[src/rtl/gp9001_host_if.sv]
// GP9001 host-side op responder: executes level-held CPU op requests against the
// register file and the VRAM port, then handshakes with ACK until the request drops.
module gp9001_host_if #(
  parameter int VRAM_AW    = 14,
  parameter int RD_LAT     = 1,
  parameter int NREGS_LOG2 = 4
) (
  input  logic                  CLK96,
  input  logic                  RESET96n,
  input  logic                  OP_SELECT_REG,
  input  logic                  OP_WRITE_REG,
  input  logic                  OP_WRITE_RAM,
  input  logic                  OP_READ_RAM_H,
  input  logic                  OP_READ_RAM_L,
  input  logic                  OP_SET_RAM_PTR,
  input  logic [15:0]           DIN,
  output logic                  ACK,
  output logic [15:0]           DOUT,
  output logic                  VRAM_REQ,
  input  logic                  VRAM_GNT,
  output logic                  VRAM_WE,
  output logic [VRAM_AW-1:0]    VRAM_ADDR,
  output logic [15:0]           VRAM_D,
  input  logic [15:0]           VRAM_Q,
  input  logic [NREGS_LOG2-1:0] REG_RADDR,
  output logic [15:0]           REG_RDATA
);

  localparam int         NREGS    = 1 << NREGS_LOG2;
  localparam logic [1:0] LAT_LAST = 2'(RD_LAT - 1);

  typedef enum logic [1:0] {S_IDLE, S_RAMREQ, S_RDWAIT, S_DONE} state_t;

  state_t                  state_q, state_d;
  logic [VRAM_AW-1:0]      ptr_q, ptr_d;
  logic [NREGS_LOG2-1:0]   idx_q, idx_d;
  logic                    ack_q, ack_d;
  logic [15:0]             dout_q, dout_d;
  logic                    req_q, req_d;
  logic                    we_q, we_d;
  logic [VRAM_AW-1:0]      addr_q, addr_d;
  logic [15:0]             wd_q, wd_d;
  logic [1:0]              cnt_q, cnt_d;
  logic                    reg_we;
  logic [15:0]             regs_q [NREGS];
  logic [15:0]             rdata_q;

  logic any_req, reg_op, ram_op, grant, capture;

  assign reg_op  = OP_SET_RAM_PTR | OP_SELECT_REG | OP_WRITE_REG;
  assign ram_op  = OP_WRITE_RAM | OP_READ_RAM_H | OP_READ_RAM_L;
  assign any_req = reg_op | ram_op;
  // A grant only counts while our request is actually on the bus.
  assign grant   = req_q & VRAM_GNT;
  assign capture = (state_q == S_RDWAIT) && (cnt_q == LAT_LAST);

  always_ff @(posedge CLK96 or negedge RESET96n) begin
    if (!RESET96n) state_q <= S_IDLE;
    else           state_q <= state_d;
  end

  always_comb begin
    state_d = state_q;
    case (state_q)
      S_IDLE: begin
        if (reg_op)      state_d = S_DONE;
        else if (ram_op) state_d = S_RAMREQ;
      end
      S_RAMREQ: if (grant) state_d = we_q ? S_DONE : S_RDWAIT;
      S_RDWAIT: if (capture) state_d = S_DONE;
      S_DONE:   if (ack_q && !any_req) state_d = S_IDLE;
      default:  state_d = S_IDLE;
    endcase
  end

  always_comb begin
    ptr_d  = ptr_q;
    idx_d  = idx_q;
    ack_d  = ack_q;
    dout_d = dout_q;
    req_d  = req_q;
    we_d   = we_q;
    addr_d = addr_q;
    wd_d   = wd_q;
    cnt_d  = cnt_q;
    reg_we = 1'b0;
    case (state_q)
      S_IDLE: begin
        if (OP_SET_RAM_PTR)     ptr_d = DIN[VRAM_AW-1:0];
        else if (OP_SELECT_REG) idx_d = DIN[NREGS_LOG2-1:0];
        else if (OP_WRITE_REG)  reg_we = 1'b1;
        else if (OP_WRITE_RAM) begin
          req_d  = 1'b1;
          we_d   = 1'b1;
          addr_d = ptr_q;
          wd_d   = DIN;
        end else if (OP_READ_RAM_H || OP_READ_RAM_L) begin
          req_d  = 1'b1;
          we_d   = 1'b0;
          addr_d = ptr_q;
        end
      end
      S_RAMREQ: begin
        if (grant) begin
          req_d = 1'b0;
          cnt_d = 2'd0;
          if (we_q) ptr_d = ptr_q + VRAM_AW'(1);
        end
      end
      S_RDWAIT: begin
        if (capture) begin
          dout_d = VRAM_Q;
          ptr_d  = ptr_q + VRAM_AW'(1);
        end else begin
          cnt_d = cnt_q + 2'd1;
        end
      end
      S_DONE: ack_d = !(ack_q && !any_req);
      default: ;
    endcase
  end

  always_ff @(posedge CLK96 or negedge RESET96n) begin
    if (!RESET96n) begin
      ptr_q  <= '0;
      idx_q  <= '0;
      ack_q  <= 1'b0;
      dout_q <= '0;
      req_q  <= 1'b0;
      we_q   <= 1'b0;
      addr_q <= '0;
      wd_q   <= '0;
      cnt_q  <= '0;
    end else begin
      ptr_q  <= ptr_d;
      idx_q  <= idx_d;
      ack_q  <= ack_d;
      dout_q <= dout_d;
      req_q  <= req_d;
      we_q   <= we_d;
      addr_q <= addr_d;
      wd_q   <= wd_d;
      cnt_q  <= cnt_d;
    end
  end

  // Read port samples the array before this edge's write, so same-cycle hits see old data.
  always_ff @(posedge CLK96 or negedge RESET96n) begin
    if (!RESET96n) begin
      for (int i = 0; i < NREGS; i++) regs_q[i] <= '0;
      rdata_q <= '0;
    end else begin
      if (reg_we) regs_q[idx_q] <= DIN;
      rdata_q <= regs_q[REG_RADDR];
    end
  end

  assign ACK       = ack_q;
  assign DOUT      = dout_q;
  assign VRAM_REQ  = req_q;
  assign VRAM_WE   = we_q;
  assign VRAM_ADDR = addr_q;
  assign VRAM_D    = wd_q;
  assign REG_RDATA = rdata_q;

endmodule
[config.mk]
export PLATFORM = sky130hd
export DESIGN_NAME = gp9001_host_if
export DESIGN_NICKNAME = d
export VERILOG_FILES = /design/src/rtl/gp9001_host_if.sv
export SDC_FILE = /design/constraint.sdc
export NUM_CORES = 1
export LEC_CHECK = 0
export ABC_AREA = 1
export BUFFER_PORTS_ARGS = -buffer_cell sky130_fd_sc_hd__clkbuf_2
export CAP_MARGIN = 30
export CORE_ASPECT_RATIO = 1.25
export CORE_MARGIN = 10
export CORE_UTILIZATION = 35
export DETAILED_ROUTE_END_ITERATION = 6
export GPL_TIMING_DRIVEN = 0
export SLEW_MARGIN = 20
export SYNTH_ARGS = -nofsm -noshare
export SYNTH_HDL_FRONTEND = slang
export SYNTH_SLANG_ARGS = --single-unit
[constraint.sdc]
create_clock -name CLK96 -period 2.2 [get_ports CLK96]
set_clock_uncertainty 0.1 [all_clocks]
set_input_delay 0.11 -clock CLK96 [delete_from_list [all_inputs] [get_ports CLK96]]
set_output_delay 0.11 -clock CLK96 [all_outputs]
set_load 0.01 [all_outputs]
**Word level (Yosys, flattened, before mapping)**

Cells that the tools add are included.

- $add $sub $neg: 2
- Magnitude comparators: 3
- Eq/ne operators: 14
- Muxes and demuxes: 36
- Bitwise operators: 11
- Reductions and logical operators: 20

Operator list:

| cell | count |
|---|---|
| bitwise mux 256 bit | 1 |
| 2-to-1 mux 14 bit | 6 |
| binary-select mux 16 bit (select 4 bit) | 1 |
| demux 16 bit (select 4 bit) | 1 |
| 2-to-1 mux 16 bit | 3 |
| case mux 14 bit (3 select lines) | 1 |
| != test 2 bit (second input constant) | 9 |
| AND reduction 5 bit | 3 |
| adder 14 x 1 -> 14 bit (second input constant) | 1 |
| 2-to-1 mux 2 bit | 7 |
| 2-to-1 mux 1 bit | 13 |
| greater-or-equal comparator 5 bit (second input constant) | 2 |
| inverter 4 -> 5 bit | 2 |
| case mux 2 bit (4 select lines) | 1 |
| != test 3 bit (second input constant) | 2 |
| AND reduction 3 bit | 2 |
| AND reduction 6 bit | 1 |
| nonzero test 2 bit | 3 |
| < comparator 5 x 1 -> 1 bit (second input constant) | 1 |
| OR 1 bit | 5 |
| == test 2 bit (second input constant) | 2 |
| logical NOT 2 bit | 2 |
| case mux 2 bit (2 select lines) | 1 |
| AND reduction 4 bit | 1 |
| 10 further kinds | 15 |

- Flip-flop bits (word level): 343
- Input port bits: 45
- Output and inout bits: 65

**Longest topological paths before layout**

- Word-level depth: 7
- Mapped depth: 10
- Mapped depth without buffers: 9

**Worst setup path before layout**

No wires, ideal clock.

- Path type: flip-flop to flip-flop
- Start point: register state_q[0]
- End point: register ptr_q[4]
- Setup time: 0.123 ns
- Arrival: 1.615 ns
- Data required time: 1.977 ns
- Slack: 0.361 ns
- Stages on the path, launching flop included: 10
- Path buffers: 1
- Period minus slack after synthesis: 1.839 ns
- Cell sequence: dfrtp_1 > inv_1 > ha_1 > nand2_2 > nand3b_1 > nor2_2 > inv_2 > buf_2 > nor2_1 > a21oi_1

- Word-level cells in the longest chain between the ends: 4

RTL lines:

| what | line | text |
|---|---|---|
| from (decl) | 34 | `state_t state_q, state_d;` |
| from (signal assigned) | 59 | `else state_q <= state_d;` |
| == test 2 bit | 55, 87 |  |
| logical AND 1 bit | 55 | `assign capture = (state_q == S_RDWAIT) && (cnt_q == LAT_LAST);` |
| != test 2 bit (no line) | -- |  |
| AND reduction 5 bit (no line) | -- |  |
| to (signal assigned) | 135 | `ptr_q <= ptr_d;` |
| to (decl) | 35 | `logic [VRAM_AW-1:0] ptr_q, ptr_d;` |

Parallel ways exist; a longest one is shown, timed or not.
A chain may end at the register's enable or synchronous reset.

**Final worst setup path**

- Start point: register state_q[1]
- End point: register regs_q[123] in the netlist's numbering

- Word-level cells in the longest chain between the ends: 2

RTL lines:

| what | line | text |
|---|---|---|
| logical NOT 2 bit | 87 | `case (state_q)` |
| 2-to-1 mux 1 bit | 87 |  |
| to (signal, indexed assignment) | 153 | `if (reg_we) regs_q[idx_q] <= DIN;` |
| to (decl) | 45 | `logic [15:0] regs_q [NREGS];` |

Every way passes these cells.

==> metrics.md <==
| Metric | Value |
|---|---|
| Post-route insts no fill | 2,637 |
| Seq/Total Area, Yosys | 55.68% |
| Post-synth top area cell | dfrtp_1 |
| Worst-path clk slew | ~0.06 ns |
| Asr flop ratio synth | 100.0% |
| DR iter-0 viols | 874 |
| Via density | ~5.1 |
| Number of global-route vias before repair | roughly 14,000 |
| Setup CP Type | reg -> reg |
| Beginning of the worst register-to-register path | state_q[1] |
| Via Count | approximately 13,000 |
| Drt pass-1 iters | 7 |
| CTS Sinks | 343 |
| Initial Utilization | 35.61% |
| Post-Syn Area | 15,420 µm² |
| First-pass GRT wire length | 79,030 µm |
| Crit share post-route | 93.88% |
| Seq cells post-synth | 343 |
| Global Route Usage Sum | a little under a fifth |
| Fmax | 484.2 MHz |
| Power Density | 1167 nW/µm² |
| P_int | 14.46 mW |
| Count leader, synth | nand2_1 |
| Crit-path max FO | 10 |
| I/O pin cnt | 110 |
| # rows | 85 |
| End of the critical path | regs_q[123] |
| Remaining Overflow, GRT | 0 |
| Max IR drop VDD | 697.5 µV |
| R2R Setup Slk | 0.13 ns |
| Cell mode on critical path | nor2_4 |
| Core Region | 43,290 µm² |
| Number of flops mapped to enable cells by yosys | 0 |
| Area share of the largest cell type after synthesis | 55.68% |
| Layout cell share with drive strength beyond 1 | 12.84% |
| Root Buffer | clkbuf_16 |
| Critical Path Start Type | register |
| Worst r2r path cells | 10 |
| CP top delay family | simple AND/OR/NAND/NOR gates |
| CP endpoint kind | register |
| Critical Path Start | state_q[1] |
| WP data arrival | 2.36 ns |
| Slew Limit Fails | 0 |
| Antenna Nets Post-Route | 0 |
| Comb power frac | 25.8% |
| Layout net count | 2,094 |
| Switching power | between 7 and 8 mW |
| Relative slew slack | 48.45% |
| Max cap viols | 0 |
| Setup ws final | 0.1345 ns |
| IO Port Bufs | between 100 and 150 |
| Status | completed |
| Width of the die | 207.7 µm |
| Hold Path Class | in -> reg |
| # H-tree levels | 2 |
| CP peak stage delay | about 0.44 ns |
| Die Ht | between 200 and 300 µm |
| Syn Inst Count | 1,849 |
| Worst slew pin tran | just under 0.8 ns |
| CTS buffer count | 40 |
| Stages on the worst setup path | 10 |
| GP Congestion | 0.8959 |
| Syn Nets | 1,901 |
| Critical-path top delay cell | dfrtp_1 |
| Max Buffers Root-to-Sink | 3 |
| Crit-path cells | inv_1, ha_4, nand2_2, nor2_4, nand2_4, nor2_4, nand3_2, clkbuf_4, nand2_1, o21ai_0 |
| Clock latency at the later pin of the worst-skew pair | 0.56 ns |
| Area growth from synthesis to layout | 21.10% |
| Placement Setup Slack | -0.05000 ns |
| DR WL/cell | 18.84 µm |
| Die area | roughly 53,000 µm² |
| Seq pwr share | 42.8% |
| Final Hold Viols | 0 |
| Worst reg2reg path endpoint | regs_q[123] |
| Initial antenna violation count | 0 |
| # DRC | 0 |
| Post-DP HPWL | around 37,000 µm |
| Dpl cells | 2,523 |
| Net Sw Frac | 33.67% |
| Worst endpoint required time | around 2.5 ns |
| Ys Warns | 0 |
| Netlist cell types | 25 |
| Main flop type after synthesis | dfrtp_1 |
| Largest net degree at the start of global routing | 91 |
| CTS tree | done |
| Clock power share | 31.4% |
| Static Leakage | 8.690 nW |
| WL final | 49,690 µm |
| Synth top area cells | dfrtp_1, nand2_1, o21ai_0 |
| Diode count | 0 |
| WP buf/inv | 2 |
| Final min period | 2.065 ns |
| Syn_area_per_cell | 8.337 µm² |
| Synth cell count leaders | nand2_1, dfrtp_1, o21ai_0 |
| Setup violations, final | 0 |
-- worst min path at each step --
stage | slack (ns) | to | startpoint | cells after the start
2_1_floorplan | -0.29 | ACK | RESET96n | 0
3_3_place_gp | 0.21 | DOUT[9] | VRAM_Q[9] | 3
3_5_place_dp | -0.10 | regs_q[170] | RESET96n | 1
4_1_cts | 0.01 | ACK | OP_READ_RAM_L | 7
5_1_grt | 0.08 | regs_q[79] | OP_WRITE_REG | 6
6_report | 0.03 | ACK | OP_SET_RAM_PTR | 7
-- cell families (layout without fill, tap and decap cells) --
kind of cell,Yosys count,count (layout),share of synthesized area [%]
AO/OA/AOI/OAI,501,501,17.35
XOR/XNOR,4,4,0.2272
adder cells (fa/ha/maj),7,7,0.5681
buffers and inverters,308,531,7.905
flip-flops,343,343,55.68
AND/OR/NAND/NOR,686,686,18.27
-- power groups by stage --
stage	Sequential, mW	Combinational [mW]	Clock (mW)
2_1_floorplan	9.33	3.34	0
3_3_place_gp	9.32	5.23	0
3_5_place_dp	9.36	5.40	0
4_1_cts	9.29	5.49	6.95
5_1_grt	9.56	6.47	7.20
6_report	9.33	5.62	6.85
-- area by class of cell --
class	instances	area, µm²
tap	565	706.9
clock inverter	9	131.4
timing repair buffer	152	1065
sequential	343	8584
clock buffer	63	1219
buffer	126	635.6
multi-input combinational	1198	5648
inverter	181	679.4
fill	4280	24620
-- layout by cell type, fill, tap and decap left out, drive strengths merged --
master,Yosys,routed
nand3,119,119
buf,49,60
ha,7,7
o211ai,67,67
or2,1,1
nand2,518,518
inv,181,183
nand4,4,4
dlygate4sd3,0,39
nor2,42,42
clkinv,0,4
clkbuf,78,242
bufinv,0,3
nor3,1,1
a21oi,68,68
o21ai,366,366
nand3b,1,1
dfrtp,343,343
xor2,4,4
-- registers in the layout (all words and copies together), names as in the netlist --
register,flops
state_q,2
cnt_q,2
DOUT,16
VRAM_ADDR,14
idx_q,4
regs_q,256
VRAM_WE,1
ptr_q,14
VRAM_REQ,1
VRAM_D,16
REG_RDATA,16
ACK,1
-- layer usage --
layer / share of wire, % / GRT usage, %
met4: 3.0 / 6.633
met3: 5.7 / 3.231
met5: 0 / 0
met2: 49 / 32.37
met1: 42 / 23.04
-- worst reg2reg max path, cell delays in order, from the launching register on --
cell      delay [ns]
dfrtp_1         0.44
inv_1           0.17
ha_4            0.19
nand2_2         0.08
nor2_4          0.11
nand2_4         0.10
nor2_4          0.18
nand3_2         0.18
clkbuf_4        0.24
nand2_1         0.07
o21ai_0         0.07
-- repair_timing --
action,CTS,global route
resized for setup,5,112
endpoints found under the hold margin,419,0
gates cloned,0,0
setup buffers,0,4
endpoints found under the setup margin,40,278
hold buffers,39,0
pin swaps,0,2
-- through the flow --
stage | utilization, % | TNS [ns] | power, mW | cell area (µm²) | hold WS, ns
3_3_place_gp | 38.46 | -2273.04 | 14.55 | 16650 | 0.2084
4_1_cts | 42.78 | 0 | 21.73 | 18520 | 0.01095
6_report | 43.13 | 0 | 21.79 | 18670 | 0.03006
3_5_place_dp | 38.74 | -0.6465 | 14.77 | 16770 | -0.1025
5_1_grt | 43.13 | -0.03898 | 23.24 | 18670 | 0.08215
2_1_floorplan | - | 0 | 12.67 | 15420 | -0.2856
Power figures use the tool's default switching activity.
